<file path="config.mk">
export PLATFORM = sky130hd
export DESIGN_NAME = imm_gen_pipe
export DESIGN_NICKNAME = d
export VERILOG_FILES = /design/src/rtl/imm_gen_pipe.sv
export SDC_FILE = /design/constraint.sdc
export NUM_CORES = 1
export LEC_CHECK = 0
export ABC_AREA = 1
export CORE_MARGIN = 1
export CORE_UTILIZATION = 53
export CTS_CLUSTER_SIZE = 12
export DETAILED_ROUTE_END_ITERATION = 10
export PLACE_DENSITY = 0.81
export SETUP_SLACK_MARGIN = 0.2
export SYNTH_ARGS = -nofsm -noshare
export SYNTH_HDL_FRONTEND = slang
export SYNTH_SLANG_ARGS = --single-unit
</file>
<file path="constraint.sdc">
create_clock -name CLK -period 1.9 [get_ports CLK]
set_input_delay 0.285 -clock CLK [delete_from_list [all_inputs] [get_ports CLK]]
set_output_delay 0.285 -clock CLK [all_outputs]
set_load 0.02 [all_outputs]
</file>
<file path="src/rtl/imm_gen_pipe.sv">
`default_nettype none
// ============================================================================
// Module   : imm_gen_pipe
// Brief    : Two-stage valid/ready immediate generator. Stage 1 decodes the
//            format and registers the raw field. Stage 2 extends and shifts it
//            to XLEN, flags illegal formats and counts them (saturating).
//            Optional macro IMMGEN_BRSHIFT_EN: B/CB results become byte
//            offsets (shift left 2).
// Revision : 1.0 - initial release
// ============================================================================
module imm_gen_pipe #(
  parameter int XLEN  = 64,
  parameter int CNT_W = 8
) (
  input  logic             CLK,
  input  logic             RST_N,
  input  logic             in_valid,
  output logic             in_ready,
  input  logic [25:0]      imm26,
  input  logic [2:0]       ctrl,
  output logic             out_valid,
  input  logic             out_ready,
  output logic [XLEN-1:0]  imm_out,
  output logic             err,
  output logic [CNT_W-1:0] err_cnt
);

  localparam logic [2:0]       c_FMT_I   = 3'b000;
  localparam logic [2:0]       c_FMT_D   = 3'b001;
  localparam logic [2:0]       c_FMT_B   = 3'b010;
  localparam logic [2:0]       c_FMT_CB  = 3'b011;
  localparam logic [2:0]       c_FMT_IW  = 3'b100;
  localparam logic [CNT_W-1:0] c_CNT_ONE = {{(CNT_W-1){1'b0}}, 1'b1};
  localparam logic [CNT_W-1:0] c_CNT_MAX = {CNT_W{1'b1}};

  // Handshake
  logic w_s2_adv;
  logic w_s1_adv;

  // Stage 1 registers
  logic        r_s1_valid;
  logic [2:0]  r_s1_fmt;
  logic [25:0] r_s1_field;
  logic [1:0]  r_s1_hw;
  logic        r_s1_err;

  // Stage 1 decode
  logic [25:0] w_field;
  logic        w_err;

  // Stage 2 datapath, always computed at 64 bits then truncated
  logic [63:0]     w_ext;
  logic [63:0]     w_res;
  logic [XLEN-1:0] w_imm;

  // Output registers
  logic             r_out_valid;
  logic [XLEN-1:0]  r_imm;
  logic             r_err;
  logic [CNT_W-1:0] r_err_cnt;

  assign w_s2_adv = !r_out_valid || out_ready;
  assign w_s1_adv = !r_s1_valid || w_s2_adv;
  assign in_ready = w_s1_adv;

  always_comb begin
    w_field = '0;
    w_err   = 1'b0;
    case (ctrl)
      c_FMT_I:  w_field = {14'b0, imm26[21:10]};
      c_FMT_D:  w_field = {17'b0, imm26[20:12]};
      c_FMT_B:  w_field = imm26;
      c_FMT_CB: w_field = {7'b0, imm26[23:5]};
      c_FMT_IW: w_field = {10'b0, imm26[20:5]};
      default:  w_err   = 1'b1;
    endcase
  end

  always_ff @(posedge CLK or negedge RST_N) begin
    if (!RST_N) begin
      r_s1_valid <= 1'b0;
      r_s1_fmt   <= '0;
      r_s1_field <= '0;
      r_s1_hw    <= '0;
      r_s1_err   <= 1'b0;
    end else if (w_s1_adv) begin
      r_s1_valid <= in_valid;
      if (in_valid) begin
        r_s1_fmt   <= ctrl;
        r_s1_field <= w_field;
        r_s1_hw    <= imm26[22:21];
        r_s1_err   <= w_err;
      end
    end
  end

  always_comb begin
    w_ext = '0;
    case (r_s1_fmt)
      c_FMT_I:  w_ext = {52'b0, r_s1_field[11:0]};
      c_FMT_D:  w_ext = {{55{r_s1_field[8]}}, r_s1_field[8:0]};
      c_FMT_B:  w_ext = {{38{r_s1_field[25]}}, r_s1_field};
      c_FMT_CB: w_ext = {{45{r_s1_field[18]}}, r_s1_field[18:0]};
      c_FMT_IW: w_ext = {48'b0, r_s1_field[15:0]} << {r_s1_hw, 4'b0000};
      default:  w_ext = '0;
    endcase
  end

`ifdef IMMGEN_BRSHIFT_EN
  // Branch displacements are word offsets; convert to byte offsets
  assign w_res = ((r_s1_fmt == c_FMT_B) || (r_s1_fmt == c_FMT_CB)) ? (w_ext << 2) : w_ext;
`else
  assign w_res = w_ext;
`endif

  generate
    if (XLEN == 64) begin : g_xlen_full
      assign w_imm = w_res;
    end else begin : g_xlen_narrow
      logic w_unused_hi;
      assign w_imm       = w_res[XLEN-1:0];
      assign w_unused_hi = &{1'b0, w_res[63:XLEN]};
    end
  endgenerate

  // Data only loads with a real beat so a held output never changes under stall
  always_ff @(posedge CLK or negedge RST_N) begin
    if (!RST_N) begin
      r_out_valid <= 1'b0;
      r_imm       <= '0;
      r_err       <= 1'b0;
    end else if (w_s2_adv) begin
      r_out_valid <= r_s1_valid;
      if (r_s1_valid) begin
        r_imm <= w_imm;
        r_err <= r_s1_err;
      end
    end
  end

  always_ff @(posedge CLK or negedge RST_N) begin
    if (!RST_N) begin
      r_err_cnt <= '0;
    end else if (r_out_valid && out_ready && r_err && (r_err_cnt != c_CNT_MAX)) begin
      r_err_cnt <= r_err_cnt + c_CNT_ONE;
    end
  end

  assign out_valid = r_out_valid;
  assign imm_out   = r_imm;
  assign err       = r_err;
  assign err_cnt   = r_err_cnt;

endmodule
`default_nettype wire

</file>
==> impl_metrics.yaml <==
outcome:
  status: "finished, final reports clean"
finish:
  area_growth_pct: 24.7
  multi_input_area_um2: 2790
  final_core_util_pct: 68.0
  fin_nets: 1001
  antennaDiodeCount: 0
  regArea_um2: 2680
  drive_above_1_share_pct: 7.21
  fillCellCount: 936
detailed_routing:
  wl_met3_um: 1020
  drc: 0
  top_layer_used: "met4"
  first_pass_iters: 5
  wirelength_um: 14900
  met2_length_um: 6580
  wl_met1_um: 6910
  via_count: 5725
  wl_per_cell_um: 13.4
  drtIter0Drc: 514
  ant_nets: 0
  via_per_inst: 5.15
worst_setup_path:
  ff2ff_path_depth: 8
  r2r_slack_ns: 0.36
  cp.required_ns: 1.62
  cp_slowest_cell: "clkdlybuf4s50_1"
  path_buf_inv: 1
  crit_arrival_ns: 1.37
  reg2reg_from: "err_cnt[0]$_DFFE_PN0P_"
  cpPeakStageDelay_ns: 0.61
  path_class: "reg -> out"
  critPathTopFamily: "buffers and inverters"
  critPathLaunchType: "register"
  cp_cell_sequence: "clkdlybuf4s50_1"
  cp_max_fo: 2
  reg2reg_to: "err_cnt[6]$_DFFE_PN0P_"
  endpoint_kind: "output port"
timing:
  hold_viol_final: 0
  rsz0062_at_grt: "false"
  min_period_over_period_pct: 87.0
  slew_violations: 0
  fmax_mhz: 605
  worstMarginPinSlew_ns: 0.440
  final.min_clock_period_ns: 1.65
  finClkSkew_ns: 0.0119
  setup_slack_ns: 0.247
  maxSlewHeadroom_pct: 70.7
  hold_ws_ns: 0.388
  setup_tns_ns: 0
  setup_violations: 0
clock_tree:
  clockBufferDepth: 2
  cts_tree: "built"
  cts_setup_buffers: 0
  ctsRootBufferMaster: "clkbuf_8"
  cts_num_sinks: 107
  insertion_delay_ns: 0.38
  numCtsBuffers: 9
  htreeDepth: 3
  cts.clk_slew.worst_paths_ns: 0.10
global_routing:
  grt-ovfl-total: 0
  grt_max_degree: 56
  track_usage_pct: 27.3
  antenna_found_initial: 0
  grt_pass1_vias: 5312
  grt_pass1_wl_um: 24700
floorplanning:
  io_pins: 108
  fp.dieH_um: 108
  die_w_um: 108
  start_util_pct: 54.5
  dieArea_um2: 11600
  core_um2: 10900
  num_rows: 38
synthesis:
  netlist.area_leader.share_pct: 45.1
  synth-seq-cells: 107
  avgSynthCellArea_um2: 6.82
  synth_fp_nets: 904
  synth_common_cells: "nand2_1 (381), nor2_1 (135), dfrtp_1 (107)"
  synth_largest_area_cell: "dfrtp_1"
  synth-seq-area-share_pct: 45.1
  synth_most_common_cell: "nand2_1"
  ys_warn_count: 0
  synth_flop_cell: "dfrtp_1"
  netlist_area_um2: 5930
  synth-edff-count: 0
  yosysUniqueCellTypes: 29
  async_reset_ff_share_pct: 100
  synth_area_leaders: "dfrtp_1 (45%), nand2_1 (24%), nor2_1 (8.5%)"
  synth_cells: 870
power_and_ir_drop:
  pwr_density_cell_nw_per_um2: 854
  peakVddDrop_uv: 572
  power.total_w: 0.00632
  leakage_nw: 4.10
placement:
  io_buffers: 107
  gp_congestion: 0.923
  pre_cts_slack_ns: 0.0690
  dp_hpwl_um: 10400
flow_run:
  maxCapViolations: 0
min_path:
  hp-class: "in -> async"
-- how the worst max path moves through the flow --
| stage | startpoint | end | cells after the start |
|---|---|---|---|
| 2_1_floorplan | err_cnt[0]$_DFFE_PN0P_ | err_cnt[5]$_DFFE_PN0P_ | 8 |
| 6_report | imm_out[39]$_DFFE_PN0P_ | imm_out[39] | 1 |
| 4_1_cts | err_cnt[2]$_DFFE_PN0P_ | err_cnt[2] | 1 |
| 3_3_place_gp | out_ready | in_ready | 4 |
| 3_5_place_dp | out_ready | in_ready | 4 |
| 5_1_grt | imm_out[9]$_DFFE_PN0P_ | imm_out[9] | 1 |
-- final cells by class --
cell class | instances | share of cell area (%)
repair buffers | 136 | 18.8
inverters | 52 | 2.67
multi-input cells | 661 | 37.6
clock inverters | 6 | 0.659
clock buffers | 9 | 1.67
flip-flops and latches | 107 | 36.2
well taps | 140 | 2.37
-- through the flow --
step / cells / cell area, µm²
2_1_floorplan: 870 / 5930
3_3_place_gp: 1095 / 7200
3_5_place_dp: 1095 / 7200
4_1_cts: 1111 / 7380
5_1_grt: 1111 / 7400
6_report: 1111 / 7400
-- cell families (layout without fill, tap and decap cells) --
logic type	after synthesis	count (layout)	synth area share, %
AO/OA/AOI/OAI	33	33	2.87
AND/OR/NAND/NOR	623	623	43.2
adder cells (fa/ha/maj)	1	1	0.211
buffers and inverters	102	203	7.95
flip-flops	107	107	45.1
XOR/XNOR	4	4	0.591
-- state kept, by name (all words and copies together) (netlist names) --
register and count:
imm_out 64, r_s1_fmt 3, r_s1_field 26, r_s1_err 1, r_s1_hw 2, out_valid 1, err_cnt 8, err 1
r_s1_valid 1
-- placed cells by master (no fill, tap or decap), types with 3 or more instances in the layout --
cell	netlist	routed
dlygate4sd2_1	0	7
inv_2	4	4
o21ai_0	24	24
xor2_1	3	3
inv_6	0	3
dlymetal6s2s_1	0	9
buf_4	4	22
buf_12	0	7
nand3_1	76	76
inv_1	46	46
a21oi_1	5	5
nand2_2	12	13
nand2_1	381	380
dfrtp_1	107	106
clkinvlp_4	0	3
clkbuf_8	0	9
nand4_1	10	10
nor2_1	135	135
clkdlybuf4s50_1	0	90
nor2_4	3	3
-- routing by layer --
metal	global-route usage (%)	vias up
met2	41.2	242
li1	-	2857
met1	38.8	2595
met5	0	-
met3	4.60	31
met4	11.5	0
-- report_power, final --
group / total [W] / switching [W] / internal, W
sequential: 0.00295 / 0.000337 / 0.00261
clock: 0.00130 / 0.000813 / 0.000484
combinational: 0.00207 / 0.00123 / 0.000847
-- what timing repair did --
action	4_1_cts	5_1_grt
resized for setup	7	10
endpoints found under the setup margin	7	32
hold endpoints to repair	31	0
hold buffers	1	0
Note: power is estimated with default switching activity, not from simulation.
